`src/rtl/dvi_pkg.sv`:
```
`default_nettype none
// ============================================================================
//  Package     : dvi_pkg
//  Description : Shared types and default 640x480@60 timing for the DVI
//                video timing generator.
//  Revision    : 1.0  initial release
// ============================================================================
package dvi_pkg;

  // Counter width; covers totals up to 2048 pixels/lines.
  localparam int unsigned CNT_W = 11;

  // Default 640x480@60 timing (25.175 MHz pixel clock).
  localparam int unsigned DEF_H_ACTIVE = 640;
  localparam int unsigned DEF_H_FP     = 16;
  localparam int unsigned DEF_H_SYNC   = 96;
  localparam int unsigned DEF_H_BP     = 48;
  localparam int unsigned DEF_V_ACTIVE = 480;
  localparam int unsigned DEF_V_FP     = 10;
  localparam int unsigned DEF_V_SYNC   = 2;
  localparam int unsigned DEF_V_BP     = 33;

  // One pixel as presented to the red/green/blue encoders.
  typedef struct packed {
    logic [7:0] r;
    logic [7:0] g;
    logic [7:0] b;
  } rgb_t;

endpackage : dvi_pkg
`default_nettype wire

```
`src/rtl/dvi_timing_gen.sv`:
```
`default_nettype none
// ============================================================================
//  Module      : dvi_timing_gen
//  Description : Pixel/line counters, show-ahead pixel request, registered
//                DE / HSYNC / VSYNC / RGB for the three TMDS encoders, frame
//                start pulse and sticky source-underflow flag.
//  Revision    : 1.0  initial release
// ============================================================================
module dvi_timing_gen
  import dvi_pkg::*;
#(
  parameter int unsigned H_ACTIVE = DEF_H_ACTIVE,
  parameter int unsigned H_FP     = DEF_H_FP,
  parameter int unsigned H_SYNC   = DEF_H_SYNC,
  parameter int unsigned H_BP     = DEF_H_BP,
  parameter int unsigned V_ACTIVE = DEF_V_ACTIVE,
  parameter int unsigned V_FP     = DEF_V_FP,
  parameter int unsigned V_SYNC   = DEF_V_SYNC,
  parameter int unsigned V_BP     = DEF_V_BP,
  parameter bit          HS_POL   = 1'b0,
  parameter bit          VS_POL   = 1'b0
) (
  input  logic              clk_i,
  input  logic              rst_ni,
  input  logic              en_i,
  input  logic [23:0]       rgb_i,
  input  logic              rgb_vld_i,
  input  logic              ufl_clr_i,
  output logic              pix_req_o,
  output logic [CNT_W-1:0]  x_o,
  output logic [CNT_W-1:0]  y_o,
  output logic              de_o,
  output logic              hsync_o,
  output logic              vsync_o,
  output logic [23:0]       rgb_o,
  output logic              frame_start_o,
  output logic              underflow_o
);

  localparam int unsigned H_TOTAL = H_ACTIVE + H_FP + H_SYNC + H_BP;
  localparam int unsigned V_TOTAL = V_ACTIVE + V_FP + V_SYNC + V_BP;

  localparam logic [CNT_W-1:0] H_LAST = CNT_W'(H_TOTAL - 1);
  localparam logic [CNT_W-1:0] V_LAST = CNT_W'(V_TOTAL - 1);

  // Boundaries are one bit wider so that the sync end (which can reach the
  // total) never wraps in the compare.
  localparam logic [CNT_W:0] H_ACT_E = (CNT_W+1)'(H_ACTIVE);
  localparam logic [CNT_W:0] H_SS_E  = (CNT_W+1)'(H_ACTIVE + H_FP);
  localparam logic [CNT_W:0] H_SE_E  = (CNT_W+1)'(H_ACTIVE + H_FP + H_SYNC);
  localparam logic [CNT_W:0] V_ACT_E = (CNT_W+1)'(V_ACTIVE);
  localparam logic [CNT_W:0] V_SS_E  = (CNT_W+1)'(V_ACTIVE + V_FP);
  localparam logic [CNT_W:0] V_SE_E  = (CNT_W+1)'(V_ACTIVE + V_FP + V_SYNC);

  logic             run_q;
  logic [CNT_W-1:0] h_q, h_d;
  logic [CNT_W-1:0] v_q, v_d;
  logic             de_q, de_d;
  logic             hs_q, hs_d;
  logic             vs_q, vs_d;
  rgb_t             rgb_q, rgb_d;
  logic             fs_q, fs_d;
  logic             ufl_q, ufl_d;

  logic [CNT_W:0]   h_ext;
  logic [CNT_W:0]   v_ext;
  logic             active;
  logic             pix_req;
  logic             hs_win;
  logic             vs_win;

  // Request window and sync windows decoded from the current counter state.
  always_comb begin
    h_ext   = {1'b0, h_q};
    v_ext   = {1'b0, v_q};
    active  = (h_ext < H_ACT_E) && (v_ext < V_ACT_E);
    pix_req = run_q && active;
    hs_win  = run_q && (h_ext >= H_SS_E) && (h_ext < H_SE_E);
    vs_win  = run_q && (v_ext >= V_SS_E) && (v_ext < V_SE_E);
  end

  // Counters advance only while running; dropping en_i snaps them to (0,0)
  // on the same edge that clears run_q, so idle always means (0,0).
  always_comb begin
    h_d = '0;
    v_d = '0;
    if (run_q && en_i) begin
      if (h_q == H_LAST) begin
        h_d = '0;
        v_d = (v_q == V_LAST) ? '0 : v_q + CNT_W'(1);
      end else begin
        h_d = h_q + CNT_W'(1);
        v_d = v_q;
      end
    end
  end

  // Next values of the encoder-facing registers, one cycle behind the request.
  always_comb begin
    de_d  = pix_req;
    rgb_d = (pix_req && rgb_vld_i) ? rgb_t'(rgb_i) : '0;
    hs_d  = hs_win ? HS_POL : !HS_POL;
    vs_d  = vs_win ? VS_POL : !VS_POL;
    fs_d  = pix_req && (h_q == '0) && (v_q == '0);
    // A fresh underflow wins over a simultaneous clear.
    if (pix_req && !rgb_vld_i) begin
      ufl_d = 1'b1;
    end else if (ufl_clr_i) begin
      ufl_d = 1'b0;
    end else begin
      ufl_d = ufl_q;
    end
  end

  // State and output registers with asynchronous active-low reset.
  always_ff @(posedge clk_i or negedge rst_ni) begin
    if (!rst_ni) begin
      run_q <= 1'b0;
      h_q   <= '0;
      v_q   <= '0;
      de_q  <= 1'b0;
      hs_q  <= !HS_POL;
      vs_q  <= !VS_POL;
      rgb_q <= '0;
      fs_q  <= 1'b0;
      ufl_q <= 1'b0;
    end else begin
      run_q <= en_i;
      h_q   <= h_d;
      v_q   <= v_d;
      de_q  <= de_d;
      hs_q  <= hs_d;
      vs_q  <= vs_d;
      rgb_q <= rgb_d;
      fs_q  <= fs_d;
      ufl_q <= ufl_d;
    end
  end

  assign pix_req_o     = pix_req;
  assign x_o           = h_q;
  assign y_o           = v_q;
  assign de_o          = de_q;
  assign hsync_o       = hs_q;
  assign vsync_o       = vs_q;
  assign rgb_o         = rgb_q;
  assign frame_start_o = fs_q;
  assign underflow_o   = ufl_q;

endmodule : dvi_timing_gen
`default_nettype wire
```
`config.mk`:
```
export PLATFORM = sky130hd
export DESIGN_NAME = dvi_timing_gen
export DESIGN_NICKNAME = d
export VERILOG_FILES = /design/src/rtl/dvi_pkg.sv /design/src/rtl/dvi_timing_gen.sv
export SDC_FILE = /design/constraint.sdc
export NUM_CORES = 1
export LEC_CHECK = 0
export BUFFER_PORTS_ARGS = -buffer_cell sky130_fd_sc_hd__buf_2
export CORE_MARGIN = 10
export CORE_UTILIZATION = 45
export DETAILED_ROUTE_END_ITERATION = 16
export GPL_TIMING_DRIVEN = 0
export PLACE_DENSITY = 0.82
export SYNTH_ARGS = -nofsm -noshare
export SYNTH_HDL_FRONTEND = slang
export SYNTH_SLANG_ARGS = --single-unit
export TNS_END_PERCENT = 1
```
`constraint.sdc`:
```
create_clock -name clk_i -period 2.1 [get_ports clk_i]
set_input_delay 0.105 -clock clk_i [delete_from_list [all_inputs] [get_ports clk_i]]
set_output_delay 0.105 -clock clk_i [all_outputs]
set_load 0.05 [all_outputs]
```
==> impl_results.md <==
* Commonest non-fill, non-tap cell in the layout: buf_2
* Setup tns final at 0 ns
* Critical path's slowest cell: or4b_4
* Peak supply drop at 0.356 mV
* H-tree Lvls at 2
* Total design power at 1.96 mW
* Syn Area/Cell at 11.2 sq um
* I/O Buffers at 80
* WP buf/inv at 2
* Run status: completed
* Final WL at 5.89 mm
* Final max-slew violation count at 0
* Synth area leader: dfrtp_1
* Post-synth top area share at roughly 54%
* CTS tree: yes
* Largest net degree at the start of global routing at between 50 and 60
* Worst Tran Pin Value at 1.11 ns
* Final Net Count at 333
* RD Place Congestion at 0.803
* Initial antenna violation count at 0
* P&R area growth vs syn at 29.4%
* RR Endpoint: y_o[0]
* HP Class: in2async
* Share of cells above drive strength 1 at 39.5%
* Synth cell types at 43
* P_leak at around 1.6 nW
* Die Area at around 0.0084 sq mm
* DR vias at about 1900
* CP arrival at 2.22 ns
* Routed vias/inst at 5.14
* Layout Skew at 0.00769 ns
* Final setup fails at 0
* Crit-path cells: buf_6 > or4b_4 > o31ai_2 > buf_2 > o21ai_0
* CP Class: reg2reg
* Clock Path Buffers at 2
* Clk sinks at 52
* Top post-synthesis cells by area: dfrtp_1, and3_1, nor2_1
* R2R Path Start: x_o[6]
* Syn Nets at roughly 240
* Post-route ant nets at 0
* Reg2reg path depth at 5
* CP max FO at 10
* Fin crit share at 96.2%
* Fillers at approximately 400
* Sequential area share after synthesis at 56.6%
* Ys Warns at 0
* DR pass1 iterations at 4
* Min Tclk post-route at 2.02 ns
* Tot GR Track Use at 13.6%
* Most frequent cells in the layout: buf_2, dfrtp_1, and3_1
* Skew-Pair Late Insertion Delay at 0.31 ns
* Reg-to-reg slack, setup at 0.08 ns
* WL/cell at 16.0 microns
* Grt ovf at 0
* Worst-path clk slew at 0.10 ns
* Relative slew margins at about a quarter
* Top FF cell, synth: dfrtp_1
* Global-route wire length before repair at 9.38 mm
* Die Ht at about 92 microns
* Max_cap viols at 0
* Worst setup SP type: flop
* Post-synth EDFFs at 0
* Worst slack at placement at 0.115 ns
* Clk root buf: clkbuf_8
* Synthesis-stage register bit count at 52
* Final HPWL DP at ~4.3 mm
* Number of buffers created by CTS at 5
* Worst path required time at 2.30 ns
* CP peak stage delay at 0.57 ns
* DRC at 0
* Worst setup margin at 0.0795 ns
* 1st-iter DRT viols at between 50 and 60
* Final Hold Fails at 0
* Cell Area, Synth at 0.00230 sq mm
* Cells after Synth at 206
* Initial Utilization at 47.5%
* Die X at 91.5 microns
* Worst hold slack at 0.00416 ns
* Ports at 81
* Max Fclk at 495 MHz
* Post-synth ARST share at 100%
* # diodes at 0
* CP top delay family: simple AND/OR/NAND/NOR gates
* Vias in the first global route at 1927
* PwrDens at 656 mW/mm^2
* Core area at 0.00485 sq mm
* Row count at 25
* RSZ-0062 raised after global routing: yes
* Setup crit end kind: flop
## Yosys cell counts (all sizes together) (4+ instances only)
cell / number
clkbuf: 7
nand4: 6
inv: 8
nor2: 16
o21ai: 6
dfrtp: 50
ha: 4
nand2: 9
and3: 30
nand3: 10
a221o: 5
nor4: 4
nor3: 5
xor2: 4
and2: 4
xnor2: 4
## kinds of logic after synthesis
family | Yosys count | synth area share, %
flops | 52 | 56.6
simple gates | 99 | 25.6
compound gates | 25 | 9.18
buf+inv | 18 | 3.37
xor+xnor | 8 | 3.04
fa+ha+maj | 4 | 2.17
## area by class of cell
cell class                      count  area (sq um)  share of cell area, %
Buffer                              9          43.8                   1.47
Clock buffer                        5          68.8                   2.31
Clock inverter                      3          46.3                   1.55
Inverter                            8          33.8                   1.13
Multi-Input combinational cell    136           927                   31.1
Sequential cell                    52          1310                   43.9
Tap cell                           67          83.8                   2.81
Timing Repair Buffer               88           468                   15.7
## through the flow
step | util, % | std cells | area (sq um)
after global placement | 57.6 | 353 | 2790
final | 61.5 | 368 | 2980
after floorplan | - | 206 | 2310
after detailed placement | 57.6 | 353 | 2790
after global routing | 61.5 | 368 | 2980
after CTS | 60.3 | 362 | 2920
## sequential cells by signal (all words and copies together), names as in the netlist
signal,count
rgb_o,24
underflow_o,1
y_o,11
frame_start_o,1
run_q,1
de_o,1
vsync_o,1
hsync_o,1
x_o,11
## power by group
part           switching, mW  internal, mW
registers            0.00866          1.03
logic                  0.160        0.0594
clock network          0.344         0.359
## repair_timing
item	in CTS	in global routing
hold endpoints to repair	2	0
gates resized for setup	0	3
hold buffers	2	0
endpoints found under the setup margin	1	20
buffers inserted	0	6
pin swaps	0	2
## per-layer routing
metal,global-route usage [%],vias up,part of all wire (%)
met5,0,-,0
met4,4.31,0,1.1
met3,5.84,7,9.6
met2,21.0,73,45
met1,16.6,881,45
li1,-,929,-
## how the worst max path moves through the flow
stage	slack (ns)	depth (start not counted)	start	endpoint
6_report	0.08	5	x_o[6]	y_o[0]
5_1_grt	-0.04	4	y_o[9]	pix_req_o
4_1_cts	0.02	4	x_o[10]	pix_req_o
3_5_place_dp	0.11	6	y_o[0]	y_o[5]
3_3_place_gp	0.12	5	x_o[6]	y_o[0]
2_1_floorplan	-0.06	5	y_o[0]	y_o[10]
No activity file was read; power rests on OpenSTA's default activity.
